<file path="src/rtl/priority_enc_pipe.sv">
// Two-stage pipelined priority encoder with valid/ready handshakes on both sides.
// Finds the lowest (in_mode=0) or highest (in_mode=1) set bit of a WIDTH-bit word
// and returns the word shifted so the found bit lands at bit 0 / bit WIDTH-1.
// Stage 1 captures the word plus per-nibble hit flags and local indices; stage 2
// combines the nibbles, performs the shift and registers the results.
module priority_enc_pipe #(
  parameter int unsigned  WIDTH = 32,
  localparam int unsigned IDX_W = $clog2(WIDTH)
) (
  input  logic             clk,
  input  logic             reset_n,
  input  logic             in_valid,
  output logic             in_ready,
  input  logic [WIDTH-1:0] in_data,
  input  logic             in_mode,
  output logic             out_valid,
  input  logic             out_ready,
  output logic             out_found,
  output logic [IDX_W-1:0] out_index,
  output logic [WIDTH-1:0] out_norm,
  output logic             out_mode
);

  // Nibble-sized groups keep the stage-1 search shallow; WIDTH >= 4 guarantees one group.
  localparam int GRP = 4;
  localparam int NG  = int'(WIDTH) / GRP;
  localparam logic [IDX_W-1:0] MAX_IDX = IDX_W'(WIDTH - 1);

  logic                 s1_valid;
  logic                 s2_valid;
  logic                 s2_en;
  logic                 s1_advance;
  logic                 in_accept;

  logic [WIDTH-1:0]     s1_data;
  logic                 s1_mode;
  logic [NG-1:0]        s1_hit;
  logic [NG-1:0][1:0]   s1_loc;

  logic [NG-1:0]        grp_hit;
  logic [NG-1:0][1:0]   grp_loc;

  logic                 fin_found;
  logic [IDX_W-1:0]     fin_index;
  logic [WIDTH-1:0]     fin_norm;

  // Stage 2 can take a new word when it is empty or its word leaves this cycle.
  assign s2_en      = !s2_valid || out_ready;
  assign s1_advance = s1_valid && s2_en;
  assign in_ready   = !s1_valid || s1_advance;
  assign in_accept  = in_valid && in_ready;
  assign out_valid  = s2_valid;

  // Per-nibble hit flag and local index (lowest bit in LSB mode, highest in MSB mode).
  always_comb begin
    grp_hit = '0;
    grp_loc = '0;
    for (int g = 0; g < NG; g++) begin
      for (int b = 0; b < GRP; b++) begin
        if (in_data[g*GRP+b] && (in_mode || !grp_hit[g])) begin
          grp_loc[g] = 2'(b);
        end
        if (in_data[g*GRP+b]) begin
          grp_hit[g] = 1'b1;
        end
      end
    end
  end

  // Pipeline occupancy flags.
  always_ff @(posedge clk or negedge reset_n) begin
    if (!reset_n) begin
      s1_valid <= 1'b0;
      s2_valid <= 1'b0;
    end else begin
      if (in_ready) begin
        s1_valid <= in_valid;
      end
      if (s2_en) begin
        s2_valid <= s1_valid;
      end
    end
  end

  // Stage 1 register: word, mode and partial nibble results, loaded only on accept.
  always_ff @(posedge clk or negedge reset_n) begin
    if (!reset_n) begin
      s1_data <= '0;
      s1_mode <= 1'b0;
      s1_hit  <= '0;
      s1_loc  <= '0;
    end else if (in_accept) begin
      s1_data <= in_data;
      s1_mode <= in_mode;
      s1_hit  <= grp_hit;
      s1_loc  <= grp_loc;
    end
  end

  // Pick the winning nibble, form the full index and normalise the word.
  always_comb begin
    int sel;
    sel       = 0;
    fin_found = 1'b0;
    for (int g = 0; g < NG; g++) begin
      // MSB mode keeps overwriting (highest hit wins); LSB mode keeps the first hit.
      if (s1_hit[g] && (s1_mode || !fin_found)) begin
        sel = g;
      end
      if (s1_hit[g]) begin
        fin_found = 1'b1;
      end
    end
    // With no hit sel and the local index are both zero, so the index and norm are zero.
    fin_index = IDX_W'(sel * GRP + int'(s1_loc[sel]));
    if (s1_mode) begin
      fin_norm = s1_data << (MAX_IDX - fin_index);
    end else begin
      fin_norm = s1_data >> fin_index;
    end
  end

  // Stage 2 register: final outputs, held while the consumer stalls.
  always_ff @(posedge clk or negedge reset_n) begin
    if (!reset_n) begin
      out_found <= 1'b0;
      out_index <= '0;
      out_norm  <= '0;
      out_mode  <= 1'b0;
    end else if (s1_advance) begin
      out_found <= fin_found;
      out_index <= fin_index;
      out_norm  <= fin_norm;
      out_mode  <= s1_mode;
    end
  end

endmodule
</file>
<file path="config.mk">
export PLATFORM = sky130hd
export DESIGN_NAME = priority_enc_pipe
export DESIGN_NICKNAME = d
export VERILOG_FILES = /design/src/rtl/priority_enc_pipe.sv
export SDC_FILE = /design/constraint.sdc
export NUM_CORES = 1
export LEC_CHECK = 0
export ABC_AREA = 1
export CAP_MARGIN = 15
export CORE_UTILIZATION = 40
export CTS_CLUSTER_SIZE = 28
export DETAILED_ROUTE_END_ITERATION = 7
export PLACE_DENSITY_LB_ADDON = 0.05
export SYNTH_ARGS = -nofsm -noshare
export SYNTH_HDL_FRONTEND = slang
export SYNTH_SLANG_ARGS = --single-unit
</file>
<file path="constraint.sdc">
create_clock -name clk -period 2.66 [get_ports clk]
set_input_delay 0.399 -clock clk [delete_from_list [all_inputs] [get_ports clk]]
set_output_delay 0.399 -clock clk [all_outputs]
set_load 0.05 [all_outputs]
</file>
Yosys cells after proc, flatten, opt, wreduce, memory -nomap -nowiden
Cells that the tools add are included.
{"block": "totals", "reg_bits": 98, "word_cells": 196}
{"block": "classes", "shifts": 2, "muxes": 75, "addsub": 2, "order_cmp": 1, "n_reduce_logical": 99}
{"operator": "2-to-1 mux 32 bit", "n": 7}
{"operator": "2-to-1 mux 1 bit", "n": 49}
{"operator": "2-to-1 mux 2 bit", "n": 18}
{"operator": "logical AND 1 bit", "n": 33}
{"operator": "logical NOT 1 bit", "n": 33}
{"operator": "logical OR 1 bit", "n": 33}
{"operator": "< comparator 32 x 5 -> 1 bit (second input constant)", "n": 1}
{"operator": "<< shifter 32 x 5 -> 32 bit", "n": 1}
{"operator": ">> shifter 32 x 5 -> 32 bit", "n": 1}
{"operator": "binary-select mux 2 bit (select 3 bit)", "n": 1}
{"operator": "adder 5 x 3 -> 5 bit", "n": 1}
{"operator": "subtractor 5 bit (first input constant)", "n": 1}

Longest topological paths before layout
{"block": "depth", "depth_word": 18, "depth_mapped": 27, "depth_no_buf": 24}

Worst setup path after synthesis
OpenSTA, ideal clock, no wires.
{"block": "synth_timing", "path_kind": "register to register", "from": "register s1_hit[0]", "to": "register out_norm[6]", "path_slack_ps": 212, "synth_period_minus_slack_ps": 2448, "t_required_ps": 2542, "path_stages_with_launch": 22, "t_arrival_ps": 2330, "setup_time_ps": 118, "path_cell_list": "dfrtp_1 > nor2_2 > nand4_2 > nor2_2 > o21bai_1 > nand2_2 > nand2_2 > buf_6 > nand2_1 > nand3_1 > nand3_2 > buf_6 > buf_8 > nand3_2 > nand2_1 > nand2_1 > nand3_1 > nand3_1 > nand3_1 > nand2_1 > nor2_1 > nor2_1"}
{"block": "synth_between", "elab_chain_len": 18, "elab_cells_between_ends": 43}
{"element": "start, declared", "line": "37", "rtl": "logic [NG-1:0] s1_hit;"}
{"element": "start signal, assigned", "line": "95", "rtl": "s1_hit <= grp_hit;"}
{"element": "2-to-1 mux 1 bit (*)", "line": "110", "rtl": "if (s1_hit[g]) begin"}
{"element": "logical NOT 1 bit / 2-to-1 mux 1 bit (equally long branches)", "line": "107, 110"}
{"element": "logical OR 1 bit (tied with other cells)", "line": "107", "rtl": "if (s1_hit[g] && (s1_mode || !fin_found)) begin"}
{"element": "logical AND 1 bit (tied with other cells)", "line": "107"}
{"element": "2-to-1 mux 1 bit (tied with other cells)", "line": "107"}
{"element": "2-to-1 mux 32 bit (tied with other cells) (4 in series)", "line": "107"}
{"element": "2-to-1 mux 32 bit / logical AND 1 bit (equally long branches)", "line": "107"}
{"element": "2-to-1 mux 32 bit (*)", "line": "107"}
{"element": "binary-select mux 2 bit (select 3 bit)", "line": "115", "rtl": "fin_index = IDX_W'(sel * GRP + int'(s1_loc[sel]));"}
{"element": "2-to-1 mux 2 bit (not written as such) (2 in series)", "line": "115"}
{"element": "adder 5 x 3 -> 5 bit (*)", "line": "115"}
{"element": "subtractor 5 bit", "line": "117", "rtl": "fin_norm = s1_data << (MAX_IDX - fin_index);"}
{"element": "<< shifter 32 x 5 -> 32 bit", "line": "117"}
{"element": "2-to-1 mux 32 bit (*)", "line": "116", "rtl": "if (s1_mode) begin"}
{"element": "end signal, assigned", "line": "133", "rtl": "out_norm <= fin_norm;"}
{"element": "end, declared", "line": "20", "rtl": "output logic [WIDTH-1:0] out_norm,"}
Every way passes the cells marked *; elsewhere a longest branch is shown, timed or not. The select of a mux whose other input is x is not followed.
A chain may end at the register's enable or synchronous reset.

Worst setup path in the final report
{"block": "layout_timing", "from": "register s1_hit[1]", "to": "register out_norm[24]"}
{"block": "layout_between", "elab_chain_len": 17, "elab_cells_between_ends": 40}
{"element": "2-to-1 mux 1 bit", "line": "110"}
{"element": "logical NOT 1 bit / 2-to-1 mux 1 bit (equally long branches)", "line": "107, 110"}
{"element": "logical OR 1 bit (tied with other cells)", "line": "107"}
{"element": "logical AND 1 bit (tied with other cells)", "line": "107"}
{"element": "2-to-1 mux 32 bit (tied with other cells) (4 in series)", "line": "107"}
{"element": "2-to-1 mux 32 bit / logical AND 1 bit (equally long branches)", "line": "107"}
{"element": "2-to-1 mux 32 bit (*)", "line": "107"}
{"element": "binary-select mux 2 bit (select 3 bit)", "line": "115"}
{"element": "2-to-1 mux 2 bit (not written as such) (2 in series)", "line": "115"}
{"element": "adder 5 x 3 -> 5 bit (*)", "line": "115"}
{"element": "subtractor 5 bit", "line": "117"}
{"element": "<< shifter 32 x 5 -> 32 bit", "line": "117"}
{"element": "2-to-1 mux 32 bit (*)", "line": "116"}
Marks and branches as above.

==> flow_metrics.tcl <==
set metrics [dict create \
    seq_area_frac_synth 0.353 \
    cts_buffer_depth 2 \
    powerDensity_mw_per_mm2 1130 \
    ctsRootBufferMaster "clkbuf_16" \
    cp.required_ns 2.95 \
    cp-start-kind "flop" \
    drc 0 \
    setup_slack_ns -0.262 \
    synth_xor_area_frac 0 \
    routed_via_density 5.57 \
    drt.antenna.violating_nets 0 \
    r2r_setup_slack_ns -0.26 \
    rsz0062_at_grt "true" \
    synth_area_leader_cell "dfrtp_1" \
    crit_fanout 11 \
    violations "negative setup slack" \
    yosys.area_share.simple 0.453 \
    drt_wl_total_mm 26.7 \
    fin_skew_ns 0.0122 \
    post-route-period-util 1.10 \
    syn_nets 1094 \
    synth_adder_area_share 0 \
    cp_common_cell "nand3_2" \
    num_antenna_cells 0 \
    fin_area_mm2 0.0100 \
    status "complete, but fails checks" \
    fin_cells 1402 \
    period_minus_slack_ns 2.92 \
    clk_pin_slew_ns 0.07 \
    worst_path_max_delay_cell "dfrtp_1" \
    fin_util 0.598 \
    synth_compound_area_frac 0.0907 \
    hold_viol_final 0 \
    synth-edff-count 0 \
    die_height_um 134 \
    syn_to_final_growth_pct 44.1 \
    yosys_warnings 0 \
    core_mm2 0.0168 \
    netlist_instances 1057 \
    p_leak_uw 0.00471 \
    groute.usage.overall 0.303 \
    grt_overflow_total 0 \
    max_freq_ghz 0.342 \
    ir_drop_v 0.000592 \
    nets 1215 \
    syn_area_per_cell_um2 6.58 \
    antenna_found_initial 0 \
    worstMarginPinSlew_ns 0.666 \
    synthTopCellsByCount "286 x nand2_1, 253 x nand3_1, 98 x dfrtp_1" \
    postPlaceCellArea_mm2 0.00817 \
    power_uw 11300 \
    crit_family "simple AND/OR/NAND/NOR gates" \
    ys_types 39 \
    hold_buffers 0 \
    synth.area.top_cells "dfrtp_1 35%, nand3_1 18%, nand2_1 15%, inv_1 5.1%, o21ai_0 4.1%" \
    finalMaxSlewViolations 0 \
    synth.area.mux_share 0 \
    grt_pass1_vias 7386 \
    critical_path_arrival_ns 3.21 \
    numCtsBuffers 9 \
    netlist_area_mm2 0.00695 \
    tns_ns -5.92 \
    dr.pass1.iters 5 \
    end_kind "flop" \
    dp_hpwl_mm 18.2 \
    wire_per_inst_um 19.1 \
    dpl.cell_count 1349 \
    grt_pass1_wl_mm 41.6 \
    drt_iter0_markers 728 \
    cts_sinks 98 \
    cts_tree "done" \
    num-fill-cells 1595 \
    ys_ff_latch 98 \
    setup_viol 32 \
    max-slew-margin-rel 0.556 \
    die_width_um 134 \
    vias 7804 \
    place_congestion 0.969 \
    synth-async-reset-ratio 1.00 \
    ys.flop_type "dfrtp_1" \
    synth_top_family_by_area "simple AND/OR/NAND/NOR gates" \
    cp_num_buf_inv 4 \
    maxCapViolCount 0 \
    critical_path_class "reg -> reg" \
    hp-class "in -> async" \
    rows 47 \
    portBuffers 77 \
    htreeDepth 3 \
    start_util 0.415 \
    crit_path_max_incr_delay_ns 0.42 \
    synth.most_common_cell "nand2_1" \
    drive_above_1_share 0.311 \
    synth_top_area_frac 0.353 \
    worstPathCellList "nor2_4, nand4_4, nor2_4, buf_4, o22ai_2, nand2_2, buf_6, nand3_2, nand3_4, nand2_8, buf_12, buf_16, o211ai_1, nand3_2, nand3_2, nand3_2, nand2_2, nor2_1, nor2_1" \
    ios 78 \
    die-area_mm2 0.0179 \
    clock_latency_ns 0.36 \
    grt_max_degree 48 \
]
cells in the final DEF, fill, tap and decap left out, types with 3 or more instances in the layout:
cell and count:
a21oi_1 20, a22oi_1 4, a31oi_1 6, buf_12 11
buf_16 6, buf_4 69, buf_6 7, clkbuf_16 11
clkdlybuf4s50_1 76, clkinv_2 3, dfrtp_1 98, inv_1 92
inv_2 5, inv_4 3, nand2_1 223, nand2_2 56
nand2_4 12, nand2_8 3, nand3_1 128, nand3_2 122
nand3_4 11, nand3b_1 14, nand4_1 14, nor2_1 60
nor2_2 3, nor3_1 5, o211ai_1 9, o21ai_0 55
o21ai_2 7, or2_2 23
area by class of cell:
type                    count  area (um^2)  share of cell area
well taps                 220          275              0.0275
inverters                 102          392              0.0391
clock inverters             4         27.5             0.00275
multi-input cells         795         4820               0.481
repair buffers            172         1810               0.180
flip-flops and latches     98         2450               0.245
clock buffers              11          243              0.0242
state kept, by name (all words and copies together) (netlist names):
signal	cells
out_valid	1
s1_data	32
s1_hit	8
s1_valid	1
out_found	1
s1_mode	1
out_index	5
out_mode	1
out_norm	32
s1_loc	16
per-stage QoR:
stage	hold slack, ns	setup WS [ns]
final	0.0616	-0.262
after global routing	0.134	-0.442
after CTS	0.0864	-0.169
after detailed placement	0.465	-0.263
after global placement	0.465	-0.186
after floorplan	0.103	0.212
report_power, final:
part	switching [uW]	internal (uW)
Clock	616	658
Sequential	246	1890
Combinational	4990	2880
Total	5860	5430
worst reg2reg max path: cells and delay by family, from the launching register on:
kind	cells	cell delay, ns
and+or+nand+nor	13	1.52
buffers and inverters	4	0.57
DFF	1	0.42
AOI/OAI and AO/OA	2	0.36
per-layer routing:
| layer | wire length, um | up-vias | GRT usage |
|---|---|---|---|
| met4 | 1360 | 0 | 0.169 |
| li1 | - | 3746 | - |
| met3 | 1500 | 81 | 0.0401 |
| met2 | 12400 | 318 | 0.473 |
| met5 | 0 | - | 0 |
| met1 | 11400 | 3659 | 0.406 |
cell families after synthesis:
| group | count (synthesis) |
|---|---|
| simple gates | 682 |
| buf+inv | 164 |
| compound gates | 113 |
| flops | 98 |
path summary, 6_finish.rpt:
path / startpoint / to / cells past startpoint
min in group clk: s1_data[1]$_DFFE_PN0P_ / s1_data[1]$_DFFE_PN0P_ / 2
worst max register to register: s1_hit[1]$_DFFE_PN0P_ / out_norm[24]$_DFFE_PN0P_ / 19
worst min-delay path: reset_n / out_norm[7]$_DFFE_PN0P_ / 1
worst max-delay path: s1_hit[1]$_DFFE_PN0P_ / out_norm[24]$_DFFE_PN0P_ / 19
worst min register to register: s1_data[1]$_DFFE_PN0P_ / s1_data[1]$_DFFE_PN0P_ / 2
max in group asynchronous: reset_n / out_norm[18]$_DFFE_PN0P_ / 2
what timing repair did:
item                       CTS  global route
setup endpoints to repair   32            34
gates resized for setup    139           119
setup buffers               33             3
pin swaps                   39            49
gates cloned                 7             2
(Power assumes the default switching activity.)
